File: src/rtl/wave_pkg.sv
// Shared state encoding and default widths for the waveform analyzer.
package wave_pkg;

  localparam int DEF_DATA_W = 16;
  localparam int DEF_CNT_W  = 32;

  typedef enum logic [1:0] {
    ST_IDLE,
    ST_SEEK,
    ST_RISING,
    ST_FALLING
  } state_t;

endpackage

File: src/rtl/reversal_detector.sv
// Combinational turning-point test: has the sample moved strictly more than
// hyst away from a running extreme? i_dir=1 looks upward from a minimum, i_dir=0 downward from a maximum.
module reversal_detector
  import wave_pkg::*;
#(
  parameter int DATA_W = DEF_DATA_W
) (
  input  logic [DATA_W-1:0] i_run_extreme,
  input  logic [DATA_W-1:0] i_sample,
  input  logic [DATA_W-1:0] i_hyst,
  input  logic              i_dir,
  output logic              o_hit
);

  logic [DATA_W:0] w_ext;
  logic [DATA_W:0] w_smp;
  logic [DATA_W:0] w_hyst;
  logic [DATA_W:0] w_lhs;
  logic [DATA_W:0] w_rhs;

  assign w_ext  = {1'b0, i_run_extreme};
  assign w_smp  = {1'b0, i_sample};
  assign w_hyst = {1'b0, i_hyst};

  // Move the hysteresis to the side of the addition so nothing underflows,
  // and the extra bit keeps extreme+hyst from wrapping.
  always_comb begin
    // NOTE: default every combinational output first so no path infers a latch.
    w_lhs = w_ext;
    w_rhs = w_smp + w_hyst;
    if (i_dir) begin
      w_lhs = w_smp;
      w_rhs = w_ext + w_hyst;
    end
  end

  assign o_hit = (w_lhs > w_rhs);

endmodule

File: src/rtl/waveform_analyzer.sv
// Measures peak, trough and period of a periodic unsigned sample stream using hysteretic
// turning-point detection. Optional watchdog with `define WAVE_ANALYZER_TIMEOUT_EN.
module waveform_analyzer
  import wave_pkg::*;
#(
  parameter int DATA_W = DEF_DATA_W,
  parameter int CNT_W  = DEF_CNT_W
`ifdef WAVE_ANALYZER_TIMEOUT_EN
  ,
  parameter int TIMEOUT_CYCLES = 1_000_000
`endif
) (
  input  logic              clk,
  input  logic              rst_n,
  input  logic              ena,
  input  logic              sample_valid,
  input  logic [DATA_W-1:0] sample,
  input  logic [DATA_W-1:0] hysteresis,
  output logic [DATA_W-1:0] peak,
  output logic [DATA_W-1:0] trough,
  output logic [CNT_W-1:0]  period,
  output logic              meas_valid,
`ifdef WAVE_ANALYZER_TIMEOUT_EN
  output logic              timeout,
`endif
  output logic              locked
);

  state_t            r_state;
  logic [DATA_W-1:0] r_run_max;
  logic [DATA_W-1:0] r_run_min;
  logic [DATA_W-1:0] r_cand_trough;
  logic [DATA_W-1:0] r_peak;
  logic [DATA_W-1:0] r_trough;
  logic [CNT_W-1:0]  r_cnt;
  logic [CNT_W-1:0]  r_period;
  logic              r_have_peak;
  logic              r_meas_valid;
  logic              r_locked;

  logic [CNT_W-1:0]  w_cnt_next;
  logic              w_up_hit;
  logic              w_down_hit;
  logic              w_peak_hit;
  logic              w_trough_hit;

  reversal_detector #(.DATA_W(DATA_W)) u_up (
    .i_run_extreme (r_run_min),
    .i_sample      (sample),
    .i_hyst        (hysteresis),
    .i_dir         (1'b1),
    .o_hit         (w_up_hit)
  );

  reversal_detector #(.DATA_W(DATA_W)) u_down (
    .i_run_extreme (r_run_max),
    .i_sample      (sample),
    .i_hyst        (hysteresis),
    .i_dir         (1'b0),
    .o_hit         (w_down_hit)
  );

  assign w_cnt_next   = (&r_cnt) ? r_cnt : r_cnt + CNT_W'(1);
  assign w_peak_hit   = sample_valid && (r_state == ST_RISING)  && w_down_hit;
  assign w_trough_hit = sample_valid && (r_state == ST_FALLING) && w_up_hit;

`ifdef WAVE_ANALYZER_TIMEOUT_EN
  localparam int WD_W = $clog2(TIMEOUT_CYCLES + 1);

  logic [WD_W-1:0] r_wd;
  logic            r_timeout;
  logic            w_turn;

  assign w_turn  = w_peak_hit || w_trough_hit ||
                   (sample_valid && (r_state == ST_SEEK) && (w_up_hit || w_down_hit));
  assign timeout = r_timeout;
`endif

  always_ff @(posedge clk) begin
    // NOTE: all state uses non-blocking assignments; the pulse defaults below are overridden later in the block.
    r_meas_valid <= 1'b0;
`ifdef WAVE_ANALYZER_TIMEOUT_EN
    r_timeout    <= 1'b0;
`endif
    if (!rst_n) begin
      r_state       <= ST_IDLE;
      r_run_max     <= '0;
      r_run_min     <= '0;
      r_cand_trough <= '0;
      r_peak        <= '0;
      r_trough      <= '0;
      r_period      <= '0;
      r_cnt         <= '0;
      r_have_peak   <= 1'b0;
      r_locked      <= 1'b0;
`ifdef WAVE_ANALYZER_TIMEOUT_EN
      r_wd          <= '0;
`endif
    end else if (!ena) begin
      r_state     <= ST_IDLE;
      r_cnt       <= '0;
      r_have_peak <= 1'b0;
      r_locked    <= 1'b0;
`ifdef WAVE_ANALYZER_TIMEOUT_EN
      r_wd        <= '0;
`endif
    end else begin
      r_cnt <= (r_state == ST_IDLE) ? '0 : w_cnt_next;

      if (sample_valid) begin
        case (r_state)
          ST_IDLE: begin
            r_run_max <= sample;
            r_run_min <= sample;
            r_state   <= ST_SEEK;
          end
          ST_SEEK: begin
            if (w_up_hit) begin
              r_run_max <= sample;
              r_state   <= ST_RISING;
            end else if (w_down_hit) begin
              r_run_min <= sample;
              r_state   <= ST_FALLING;
            end else begin
              if (sample > r_run_max) r_run_max <= sample;
              if (sample < r_run_min) r_run_min <= sample;
            end
          end
          ST_RISING: begin
            if (w_down_hit) begin
              // r_cnt holds the clocks since the previous peak, counting this one;
              // restarting at 1 keeps every period measured edge-to-edge.
              r_run_min   <= sample;
              r_state     <= ST_FALLING;
              r_cnt       <= CNT_W'(1);
              r_have_peak <= 1'b1;
              if (r_have_peak) begin
                r_peak       <= r_run_max;
                r_trough     <= r_cand_trough;
                r_period     <= r_cnt;
                r_meas_valid <= 1'b1;
                r_locked     <= 1'b1;
              end
            end else if (sample > r_run_max) begin
              r_run_max <= sample;
            end
          end
          ST_FALLING: begin
            if (w_up_hit) begin
              r_cand_trough <= r_run_min;
              r_run_max     <= sample;
              r_state       <= ST_RISING;
            end else if (sample < r_run_min) begin
              r_run_min <= sample;
            end
          end
          default: r_state <= ST_IDLE;
        endcase
      end

`ifdef WAVE_ANALYZER_TIMEOUT_EN
      // Watchdog overrides the FSM update above; held results stay untouched.
      if ((r_state == ST_IDLE) || w_turn) begin
        r_wd <= '0;
      end else if (r_wd == WD_W'(TIMEOUT_CYCLES - 1)) begin
        r_wd        <= '0;
        r_timeout   <= 1'b1;
        r_locked    <= 1'b0;
        r_have_peak <= 1'b0;
        r_state     <= ST_IDLE;
      end else begin
        r_wd <= r_wd + WD_W'(1);
      end
`endif
    end
  end

  assign peak       = r_peak;
  assign trough     = r_trough;
  assign period     = r_period;
  assign meas_valid = r_meas_valid;
  assign locked     = r_locked;

endmodule

File: config.mk
export PLATFORM = sky130hd
export DESIGN_NAME = waveform_analyzer
export DESIGN_NICKNAME = d
export VERILOG_FILES = /design/src/rtl/wave_pkg.sv /design/src/rtl/reversal_detector.sv /design/src/rtl/waveform_analyzer.sv
export SDC_FILE = /design/constraint.sdc
export NUM_CORES = 1
export LEC_CHECK = 0
export BUFFER_PORTS_ARGS = -buffer_cell sky130_fd_sc_hd__buf_2
export CAP_MARGIN = 10
export CORE_MARGIN = 2
export CORE_UTILIZATION = 59
export DETAILED_ROUTE_END_ITERATION = 10
export PLACE_DENSITY = 0.81
export SLEW_MARGIN = 25
export SYNTH_ARGS = -nofsm -noshare
export SYNTH_HDL_FRONTEND = slang
export SYNTH_SLANG_ARGS = --single-unit
File: constraint.sdc
create_clock -name clk -period 5.6 [get_ports clk]
set_clock_uncertainty 0.15 [all_clocks]
set_input_delay 0 -clock clk [delete_from_list [all_inputs] [get_ports clk]]
set_output_delay 0 -clock clk [all_outputs]
set_load 0.05 [all_outputs]
==> flow_summary_export.csv, run 1 <==
group,metric,value,unit
clock_network,cts_buffers,17,
grt,grt.met2_usage,42.2,%
floorplan,fp-row-count,44,
routing,vias,7461,
final_layout,fillers,1151,
synthesis,ys_ff_latch,149,
grt,grt_overflow,0,
final_layout,fin_cells,1311,
setup_path,cp.arrival,5.26,ns
synthesis,synth-simple-area-share,19.4,%
synthesis,syn_area_per_cell,8.50,um^2
synthesis,synth_nets,1146,
clock_network,cts_buffer_depth,2,
clock_network,h-tree-depth,4,
worst_hold_path,hold_path_class,"in -> reg",
placed_design,place_congestion,0.933,
synthesis,syn_inst,1007,
grt,grt_pass1_vias,7026,
timing,grt_setup_unrepaired,"no",
final_layout,area_delta_synth_final,16.3,%
clock_network,cts_root_buf,"clkbuf_16",
floorplan,fp.dieArea,15500,um^2
timing,slew_headroom,32.9,%
final_layout,diodes,0,
setup_path,criticalPathCategory,"reg -> reg",
synthesis,synth_largest_area_cell,"dfxtp_1",
grt,antenna_found_initial,0,
grt,grt_usage,26.1,%
clock_network,cts.sinks,149,
grt,grt_pass1_wl,33.5,mm
synthesis,synth_cell_types,60,
floorplan,io_pins,102,
floorplan,die_h,124,um
synthesis,synth_edf_count,0,
routing,wl,20.1,mm
placed_design,portBuffers,101,
synthesis,ys_seq_area_share,34.8,%
routing,detail-route-antenna-nets,0,
placed_design,placed_area,9190,um^2
synthesis,synth_most_common_cell,"nand2_1",
status,status,"finished, final reports clean",
clock_network,clk-insertion-delay-late,0.43,ns
placed_design,dpl.cell_count,1260,
timing,setup_viol,0,
routing,viasPerCell,5.69,
setup_path,crit_path_start_kind,"flop",
setup_path,crit_required,5.81,ns
pwr,ir_drop,0.232,mV
clock_network,clk_pin_slew,0.07,ns
timing,slew_violations,0,
timing,period_minus_slack,5.05,ns
timing,finalSetupTns,0,ns
placed_design,dp_hpwl,14.5,mm
synthesis,synth_xor_area_share,5.63,%
synthesis,synth-compound-area-share,20.6,%
grt,grt_max_degree,117,
routing,drc_errors,0,
final_layout,layout-drive-gt1-share,13.9,%
grt,grt_use_met3,4.25,%
synthesis,syn_area,8560,um^2
setup_path,path_max_fanout,16,
routing,post_drt_wl_per_cell,15.4,um
synthesis,synth_mux_area_share,0.234,%
pwr,power.density,261,nW/um^2
routing,drt_iter0_drc,608,
floorplan,die_w,124,um
timing,tightest_slew,1.01,ns
grt,met1_usage,35.9,%
floorplan,start_util,59.6,%
timing,hold_violations,0,
synthesis,synth_flop_cell,"dfxtp_1",
pwr,p_leak,0.00415,uW
clock_network,cts_tree,"built",
floorplan,core_area,14400,um^2
synthesis,synth.area.top_cells,"dfxtp_1, ha_1, nand2_1, xor2_1, a21boi_1",
routing,first_pass_iters,5,
synthesis,synth_warnings,0,
synthesis,synth.top_cell.area_share,34.8,%
synthesis,async_flop_share,0,%
synthesis,synth_top_family_by_area,"compound AO/OA/AOI/OAI gates",
synthesis,yosys.area_share.adder,15.2,%
grt,busiest_layer,"met2",
run,cap_violations,0,
final_layout,nets,1253,
clock_network,cts_setup_buffers,0,
setup_path,critPathCaptureType,"flop",
timing,timing.fmax,198,MHz
timing,finalCritPeriodShare,90.2,%
final_layout,final_area,9960,um^2
synthesis,synth_common_cells,"nand2_1, dfxtp_1, ha_1, nor2_1, a21oi_1",
layer usage:
layer,share of wire (%),wire [um]
met2,46,9340
met4,1.8,354
met3,4.5,909
met1,47,9530
met5,0,0
worst max-delay path: stages, from the launching register on:
cell       delay (ns)
dfxtp_1          0.34
ha_1             0.22
fa_1             0.42
a211oi_1         0.26
nor2_1           0.09
o22ai_1          0.13
buf_4            0.16
o21ai_0          0.10
o21ai_0          0.21
nand2b_1         0.09
a21oi_1          0.18
xor2_1           0.09
ha_1             0.31
nand3_2          0.12
nor4_4           0.33
o21ai_2          0.11
a2111oi_4        0.38
o21ai_2          0.16
o21ai_0          0.18
a31oi_1          0.07
nor2_2           0.60
a32o_1           0.26
registers in the layout, indices dropped and copies added, names as in the netlist:
signal / flops
period: 32
r_cnt: 32
peak: 16
r_cand_trough: 16
r_run_max: 16
r_run_min: 16
trough: 16
r_state: 2
locked: 1
meas_valid: 1
r_have_peak: 1
power breakdown:
group          internal (uW)  switching, uW  total (uW)
Combinational            175            225         400
Clock                    634            476        1110
Sequential              1070           15.9        1090
path summary, 6_finish.rpt:
path	from	to	slack [ns]	cells after the start
hold reg to reg	trough[6]	trough[6]	0.30	2
hold / removal	rst_n	r_run_min[15]	0.17	4
setup reg to reg	r_run_min[0]	r_run_max[7]	0.55	21
setup / recovery	r_run_min[0]	r_run_max[7]	0.55	21
placed cells by master, fill, tap and decap left out, drive strengths merged, types with 3 or more instances in the layout:
cell	n
nor3	9
nor4	4
clkbuf	18
nand2	177
dfxtp	149
dlygate4sd3	19
o2111ai	3
ha	101
a21o	15
buf	108
a32o	16
and2	4
a31oi	3
o21a	8
o21bai	4
xnor2	18
and3	9
nand4	16
nand3	26
inv	53
nand2b	9
nor2b	23
o21ai	25
a21oi	63
a211oi	7
a211o	6
o211ai	3
and4	5
o2bb2ai	16
a21boi	66
nor2	74
clkinv	5
xor2	37
metrics by stage:
stage | power, uW | setup WS, ns | hold WS [ns] | utilization (%)
2_1_floorplan | 1390 | 1.07 | -0.00396 | -
3_3_place_gp | 1490 | 0.477 | 0.152 | 63.9
3_5_place_dp | 1490 | 0.638 | 0.155 | 63.9
4_1_cts | 2600 | 0.601 | 0.215 | 69.3
5_1_grt | 2700 | 0.154 | 0.277 | 69.3
6_report | 2600 | 0.551 | 0.170 | 69.3
cells by family after synthesis:
| group | after synthesis |
|---|---|
| XOR/XNOR | 55 |
| flip-flops | 149 |
| buffers and inverters | 86 |
| AND/OR/NAND/NOR | 365 |
| multiplexers | 2 |
| adder cells (fa/ha/maj) | 103 |
| AO/OA/AOI/OAI | 247 |
area by class of cell:
cell class / count / area (um^2) / share of cell area (%)
inverter: 47 / 176 / 1.77
sequential: 149 / 2980 / 30.0
tap: 184 / 230 / 2.31
clock inverter: 14 / 140 / 1.41
timing repair buffer: 127 / 748 / 7.51
clock buffer: 18 / 439 / 4.41
multi-input combinational: 772 / 5240 / 52.6
timing repair:
action / 4_1_cts / 5_1_grt
endpoints found under the hold margin: 38 / 0
hold buffers: 19 / 0
gates resized for setup: 0 / 0
Power figures use the tool's default switching activity.
==> run 2: changes to the inputs <==
--- a/config.mk
+++ b/config.mk
@@ -5,12 +5,12 @@
 export SDC_FILE = /design/constraint.sdc
 export NUM_CORES = 1
 export LEC_CHECK = 0
-export BUFFER_PORTS_ARGS = -buffer_cell sky130_fd_sc_hd__buf_2
 export CAP_MARGIN = 10
 export CORE_MARGIN = 2
-export CORE_UTILIZATION = 59
+export CORE_UTILIZATION = 60
 export DETAILED_ROUTE_END_ITERATION = 10
-export PLACE_DENSITY = 0.81
+export DONT_BUFFER_PORTS = 1
+export PLACE_DENSITY = 0.76
 export SLEW_MARGIN = 25
 export SYNTH_ARGS = -nofsm -noshare
 export SYNTH_HDL_FRONTEND = slang
==> run 2 against run 1 <==
Net effect: the run now ends with negative hold slack left; sequential power is essentially flat; count of clock-buffer cells in the layout grew 2; via count shrank 3.5%; hold slack lost 0.17 ns; total power grew 1.7%; register-to-register slack lost 0.30 ns; global-route usage grew 3.1 points; die area shrank 1.6%; worst setup slack lost 0.30 ns; sequential share of layout area grew 0.56 points; core utilization grew 0.84 points; critical path depth shrank 2; largest power group unchanged; highest routed layer unchanged.
==> flow_summary_export.csv, run 2 (synthesis gave the netlist of run 1 again) <==
group,metric,value,unit
timing,timing.fmax,187,MHz
timing,hold_violations,1,
grt,grt_pass1_vias,6790,
placed_design,portBuffers,0,
timing,setup_viol,0,
floorplan,die_h,123,um
setup_path,critPathCaptureType,"flop",
timing,slew_headroom,58.1,%
routing,vias,7198,
timing,tightest_slew,0.629,ns
status,violations,"negative hold slack",
grt,antenna_found_initial,0,
setup_path,path_max_fanout,16,
clock_network,cts_buffers,17,
floorplan,core_area,13900,um^2
grt,grt_pass1_wl,34.3,mm
final_layout,final_core_util,70.1,%
placed_design,dp_hpwl,14.2,mm
routing,viasPerCell,5.85,
setup_path,criticalPathCategory,"reg -> reg",
timing,holdWs,-0.00113,ns
routing,drc_errors,0,
final_layout,final_cell_mix,"nand2_1, dfxtp_1, ha_1",
setup_path,critPathLaunch,"r_run_min[1]",
pwr,ir_drop,0.198,mV
pwr,power.density,271,nW/um^2
final_layout,layout-drive-gt1-share,5.33,%
run,cap_violations,0,
routing,drt_iter0_drc,576,
clock_network,h-tree-depth,4,
timing,slew_violations,0,
routing,detail-route-antenna-nets,0,
grt,grt_usage,29.2,%
final_layout,area_delta_synth_final,14.2,%
routing,post_drt_wl_per_cell,17.3,um
floorplan,start_util,61.4,%
grt,grt_max_degree,105,
final_layout,fillers,1090,
setup_path,cp.arrival,5.52,ns
setup_path,crit_path_start_kind,"flop",
floorplan,fp-row-count,43,
worst_hold_path,holdCritStartpoint,"rst_n",
final_layout,layout_commonest_cell,"nand2_1",
pwr,p_leak,0.00381,uW
timing,finalCritPeriodShare,95.5,%
worst_hold_path,hold_path_class,"in -> reg",
clock_network,cts_root_buf,"clkbuf_16",
setup_path,crit_required,5.77,ns
floorplan,io_pins,102,
grt,grt_overflow,0,
final_layout,nets,1178,
floorplan,die_w,123,um
timing,period_minus_slack,5.35,ns
floorplan,fp.dieArea,15200,um^2
final_layout,diodes,0,
placed_design,place_congestion,0.873,
clock_network,cts_buffer_depth,2,
clock_network,clk-insertion-delay-late,0.43,ns
routing,first_pass_iters,6,
setup_path,reg2reg_slack,0.25,ns
clock_network,clk_pin_slew,0.06,ns
setup_path,r2r_start,"r_run_min[1]",
timing,grt_setup_unrepaired,"no",
clock_network,cts_tree,"built",
timing,finalSetupTns,0,ns
clock_network,cts.sinks,149,
routing,wl,21.4,mm
status,status,"finished with violations",
run 2: cell types whose count changed in the layout (fill, tap and decap cells not counted), sizes merged:
cell	before	now
inv	53	50
buf	108	9
bufinv	1	3
clkinv	5	4
clkbuf	18	20
dlygate4sd3	19	43
clkinvlp	2	1
run 2: cell type report:
| cell class | instances | area [um^2] | share of cell area (%) |
|---|---|---|---|
| multi-input combinational | 772 | 5260 | 53.8 |
| sequential | 149 | 2980 | 30.5 |
| timing repair buffer | 52 | 531 | 5.43 |
| clock buffer | 20 | 447 | 4.57 |
| tap | 180 | 225 | 2.30 |
| inverter | 47 | 176 | 1.81 |
| clock inverter | 11 | 150 | 1.54 |
run 2: report_power, final:
| part | switching [uW] | internal [uW] |
|---|---|---|
| Clock | 449 | 714 |
| Combinational | 216 | 179 |
| Sequential | 13.8 | 1070 |
run 2: path summary, 6_finish.rpt:
check,endpoint,cells past startpoint
setup reg to reg,r_run_max[14],19
hold / removal,r_run_max[12],3
setup / recovery,r_run_max[14],19
hold reg to reg,trough[13],2
run 2: stage by stage:
step	hold slack (ns)	setup WS [ns]	std cells	total power, uW	cell area (um^2)
global placement	-0.00278	0.778	1156	1440	8690
CTS	0.0401	0.0511	1231	2640	9750
global route	0.0225	0.0126	1231	2740	9770
detailed placement	0.00169	0.590	1156	1450	8690
floorplan	-0.00396	1.07	1007	1390	8560
finish	-0.00113	0.251	1231	2640	9770
run 2: routing by layer:
| layer | vias up | routed length (um) | GRT usage [%] | part of all wire, % |
|---|---|---|---|---|
| met5 | - | 0 | 0 | 0 |
| met4 | 0 | 1010 | 15.1 | 4.7 |
| met3 | 78 | 1580 | 6.87 | 7.4 |
| met2 | 260 | 9510 | 46.2 | 45 |
| met1 | 3260 | 9260 | 36.9 | 43 |
| li1 | 3600 | - | - | - |
run 2: critical path, stage by stage (launching register included):
cell	delay [ns]
dfxtp_1	0.41
ha_1	0.26
a21o_1	0.15
a21oi_1	0.36
a211o_1	0.25
a311oi_1	0.10
o21a_1	0.20
o21a_1	0.17
or2_2	0.29
ha_1	0.32
nand3_2	0.13
nor4_4	0.33
o21ai_2	0.12
a2111oi_4	0.37
o21ai_2	0.17
a21o_1	0.24
and3b_1	0.20
o21a_4	0.26
a32o_1	0.22
dlygate4sd3_1	0.54
run 2: timing repair:
item | CTS | global route
hold buffers | 44 | 0
setup buffers | 0 | 0
gates resized for setup | 0 | 5
hold endpoints to repair | 118 | 0
setup endpoints to repair | 0 | 12
==> run 3: changes to the inputs <==
--- a/config.mk
+++ b/config.mk
@@ -5,6 +5,7 @@
 export SDC_FILE = /design/constraint.sdc
 export NUM_CORES = 1
 export LEC_CHECK = 0
+export ABC_AREA = 1
 export CAP_MARGIN = 10
 export CORE_MARGIN = 2
 export CORE_UTILIZATION = 60
==> run 3 against run 2 <==
Net effect: the run now ends clean; combinational power is 74% higher; fmax is 3.0% higher; cell area is 17% higher; flip-flop and latch count stayed put.
==> flow_summary_export.csv, run 3 <==
group,metric,value,unit
status,status,"finished, final reports clean",
timing,tightest_slew,0.986,ns
final_layout,fillers,1586,
clock_network,clk_pin_slew,0.07,ns
setup_path,critPathLaunch,"r_run_min[6]",
placed_design,place_congestion,0.986,
synthesis,syn_area,10500,um^2
final_layout,diodes,0,
clock_network,cts.sinks,149,
grt,grt_overflow,0,
setup_path,path_max_fanout,32,
pwr,power.density,254,nW/um^2
timing,timing.fmax,193,MHz
run,cap_violations,0,
final_layout,layout_commonest_cell,"nand2_1",
grt,grt_usage,34.2,%
clock_network,clk-insertion-delay-late,0.44,ns
final_layout,area_delta_synth_final,9.00,%
pwr,power.total,2910,uW
routing,vias,10622,
grt,grt_pass1_vias,9584,
floorplan,start_util,60.9,%
setup_path,r2r_end,"r_run_max[10]",
grt,grt_max_degree,67,
grt,grt_use_met3,7.08,%
synthesis,syn_inst,1565,
floorplan,io_pins,102,
synthesis,ys_seq_area_share,28.4,%
routing,detail-route-antenna-nets,0,
timing,finalSetupTns,0,ns
clock_network,cts_buffer_depth,2,
clock_network,cts_setup_buffers,0,
final_layout,fin_cells,1789,
timing,grt_setup_unrepaired,"no",
clock_network,cts_tree,"built",
pwr,p_leak,0.00520,uW
synthesis,synth.area.top_cells,"dfxtp_1, nand2_1, ha_1, a21oi_1, inv_1",
synthesis,synth_common_cells,"nand2_1, a21oi_1, inv_1, dfxtp_1, nand3_1",
worst_hold_path,hold_path_class,"in -> reg",
setup_path,cp-endpoint,"r_run_max[10]",
synthesis,synth.top_cell.area_share,28.4,%
setup_path,crit_path_start_kind,"flop",
floorplan,die_w,136,um
grt,antenna_found_initial,0,
grt,busiest_layer,"met2",
routing,drc_errors,0,
final_layout,layout-drive-gt1-share,3.84,%
synthesis,synth_most_common_cell,"nand2_1",
setup_path,critPathCaptureType,"flop",
floorplan,die_h,136,um
placed_design,portBuffers,0,
setup_path,criticalPathCategory,"reg -> reg",
routing,post_drt_wl_per_cell,17.7,um
synthesis,synth_flop_cell,"dfxtp_1",
clock_network,cts_buffers,17,
synthesis,synth_cell_types,41,
clock_network,h-tree-depth,4,
pwr,p_comb_share,23.7,%
routing,wl,31.6,mm
grt,grt_pass1_wl,49.8,mm
timing,slew_headroom,34.3,%
worst_hold_path,holdPathStages,4,
placed_design,dp_hpwl,22.0,mm
synthesis,synth_edf_count,0,
timing,finalCritPeriodShare,92.8,%
pwr,clockPowerShare,38.2,%
pwr,p_int,1990,uW
synthesis,synth_largest_area_cell,"dfxtp_1",
final_layout,nets,1693,
timing,slew_violations,0,
synthesis,synth_nets,1704,
placed_design,dpl.cell_count,1725,
pwr,switching_power,918,uW
pwr,p_sw_share,31.6,%
placed_design,placed_area,10500,um^2
synthesis,syn_area_per_cell,6.71,um^2
routing,viasPerCell,5.94,
timing,hold_violations,0,
setup_path,crit_required,5.77,ns
timing,period_minus_slack,5.19,ns
grt,grt.met2_usage,57.1,%
pwr,seqPwrFrac,38.1,%
setup_path,cp.arrival,5.37,ns
setup_path,r2r_cells,24,
synthesis,ys_ff_latch,149,
routing,first_pass_iters,7,
timing,setup_viol,0,
clock_network,cts_root_buf,"clkbuf_16",
final_layout,final_cell_mix,"nand2_1, a21oi_1, inv_1",
routing,drt_iter0_drc,925,
final_layout,final_area,11500,um^2
floorplan,fp.dieArea,18600,um^2
floorplan,fp-row-count,48,
synthesis,synth_warnings,0,
floorplan,core_area,17200,um^2
synthesis,async_flop_share,0,%
grt,met1_usage,41.6,%
setup_path,reg2reg_slack,0.41,ns
pwr,ir_drop,0.278,mV
setup_path,r2r_start,"r_run_min[6]",
==> run 3: stage by stage <==
step / hold slack [ns] / utilization (%) / setup WS, ns
floorplan: -0.0341 / - / 2.07
global placement: -0.0265 / 61.0 / 1.31
detailed placement: -0.0265 / 61.0 / 1.19
CTS: 0.0783 / 66.4 / 0.285
global route: 0.168 / 66.4 / 0.0856
finish: 0.0937 / 66.4 / 0.406
==> run 3: final cells by class <==
class	instances	area, um^2	share of cell area (%)
multi-input cells	1178	6560	57.3
flip-flops and latches	149	2980	26.1
inverters	162	611	5.33
clock inverters	9	106	0.929
repair buffers	46	464	4.05
clock buffers	20	447	3.90
well taps	225	282	2.46
==> run 3: critical path, cell delays in order, from the launching register on <==
cell           delay [ns]
dfxtp_1              0.42
ha_1                 0.31
a21oi_1              0.17
o21ai_0              0.09
a21oi_1              0.27
o21ai_1              0.14
a21boi_1             0.22
o21ai_1              0.12
nand2_1              0.08
a21oi_1              0.07
o21ai_0              0.14
nand2_1              0.07
ha_1                 0.30
nand4_1              0.10
o41ai_1              0.27
nor2_1               0.11
nand2_1              0.19
nand2_1              0.13
nand3_1              0.14
buf_6                0.26
nand2_1              0.08
nand2_1              0.06
dlygate4sd3_1        0.55
a21oi_1              0.04
dlygate4sd3_1        0.55
==> run 3: metal layers <==
metal / vias to the layer above / wire [um]
met4: 0 / 1470
li1: 5230 / -
met2: 478 / 14900
met3: 98 / 2790
met5: - / 0
met1: 4816 / 12500
==> run 3: worst min-delay path by stage <==
stage	start	end	slack, ns
CTS	sample_valid	meas_valid	0.08
finish	sample_valid	meas_valid	0.09
global route	sample_valid	r_cand_trough[4]	0.17
floorplan	sample_valid	r_cnt[16]	-0.03
global placement	sample_valid	r_cnt[16]	-0.03
detailed placement	sample_valid	r_cnt[16]	-0.03
==> run 3: cell families after synthesis <==
family / after synthesis / share of synthesized area [%]
buffers and inverters: 238 / 9.23
AND/OR/NAND/NOR: 743 / 31.2
AO/OA/AOI/OAI: 282 / 14.6
flip-flops: 149 / 28.4
XOR/XNOR: 50 / 4.17
adder cells (fa/ha/maj): 103 / 12.4
==> run 3: power by group through the flow <==
stage               sequential, uW  combinational [uW]  clock (uW)
floorplan                     1110                 504           0
global placement              1130                 617           0
detailed placement            1130                 630           0
CTS                           1100                 672        1110
global route                  1110                 780        1160
finish                        1110                 688        1110
==> run 3: what timing repair did <==
item                                    4_1_cts  5_1_grt
hold buffers                                 35        0
resized for setup                             0        5
endpoints found under the hold margin       128        0
endpoints found under the setup margin        0        4
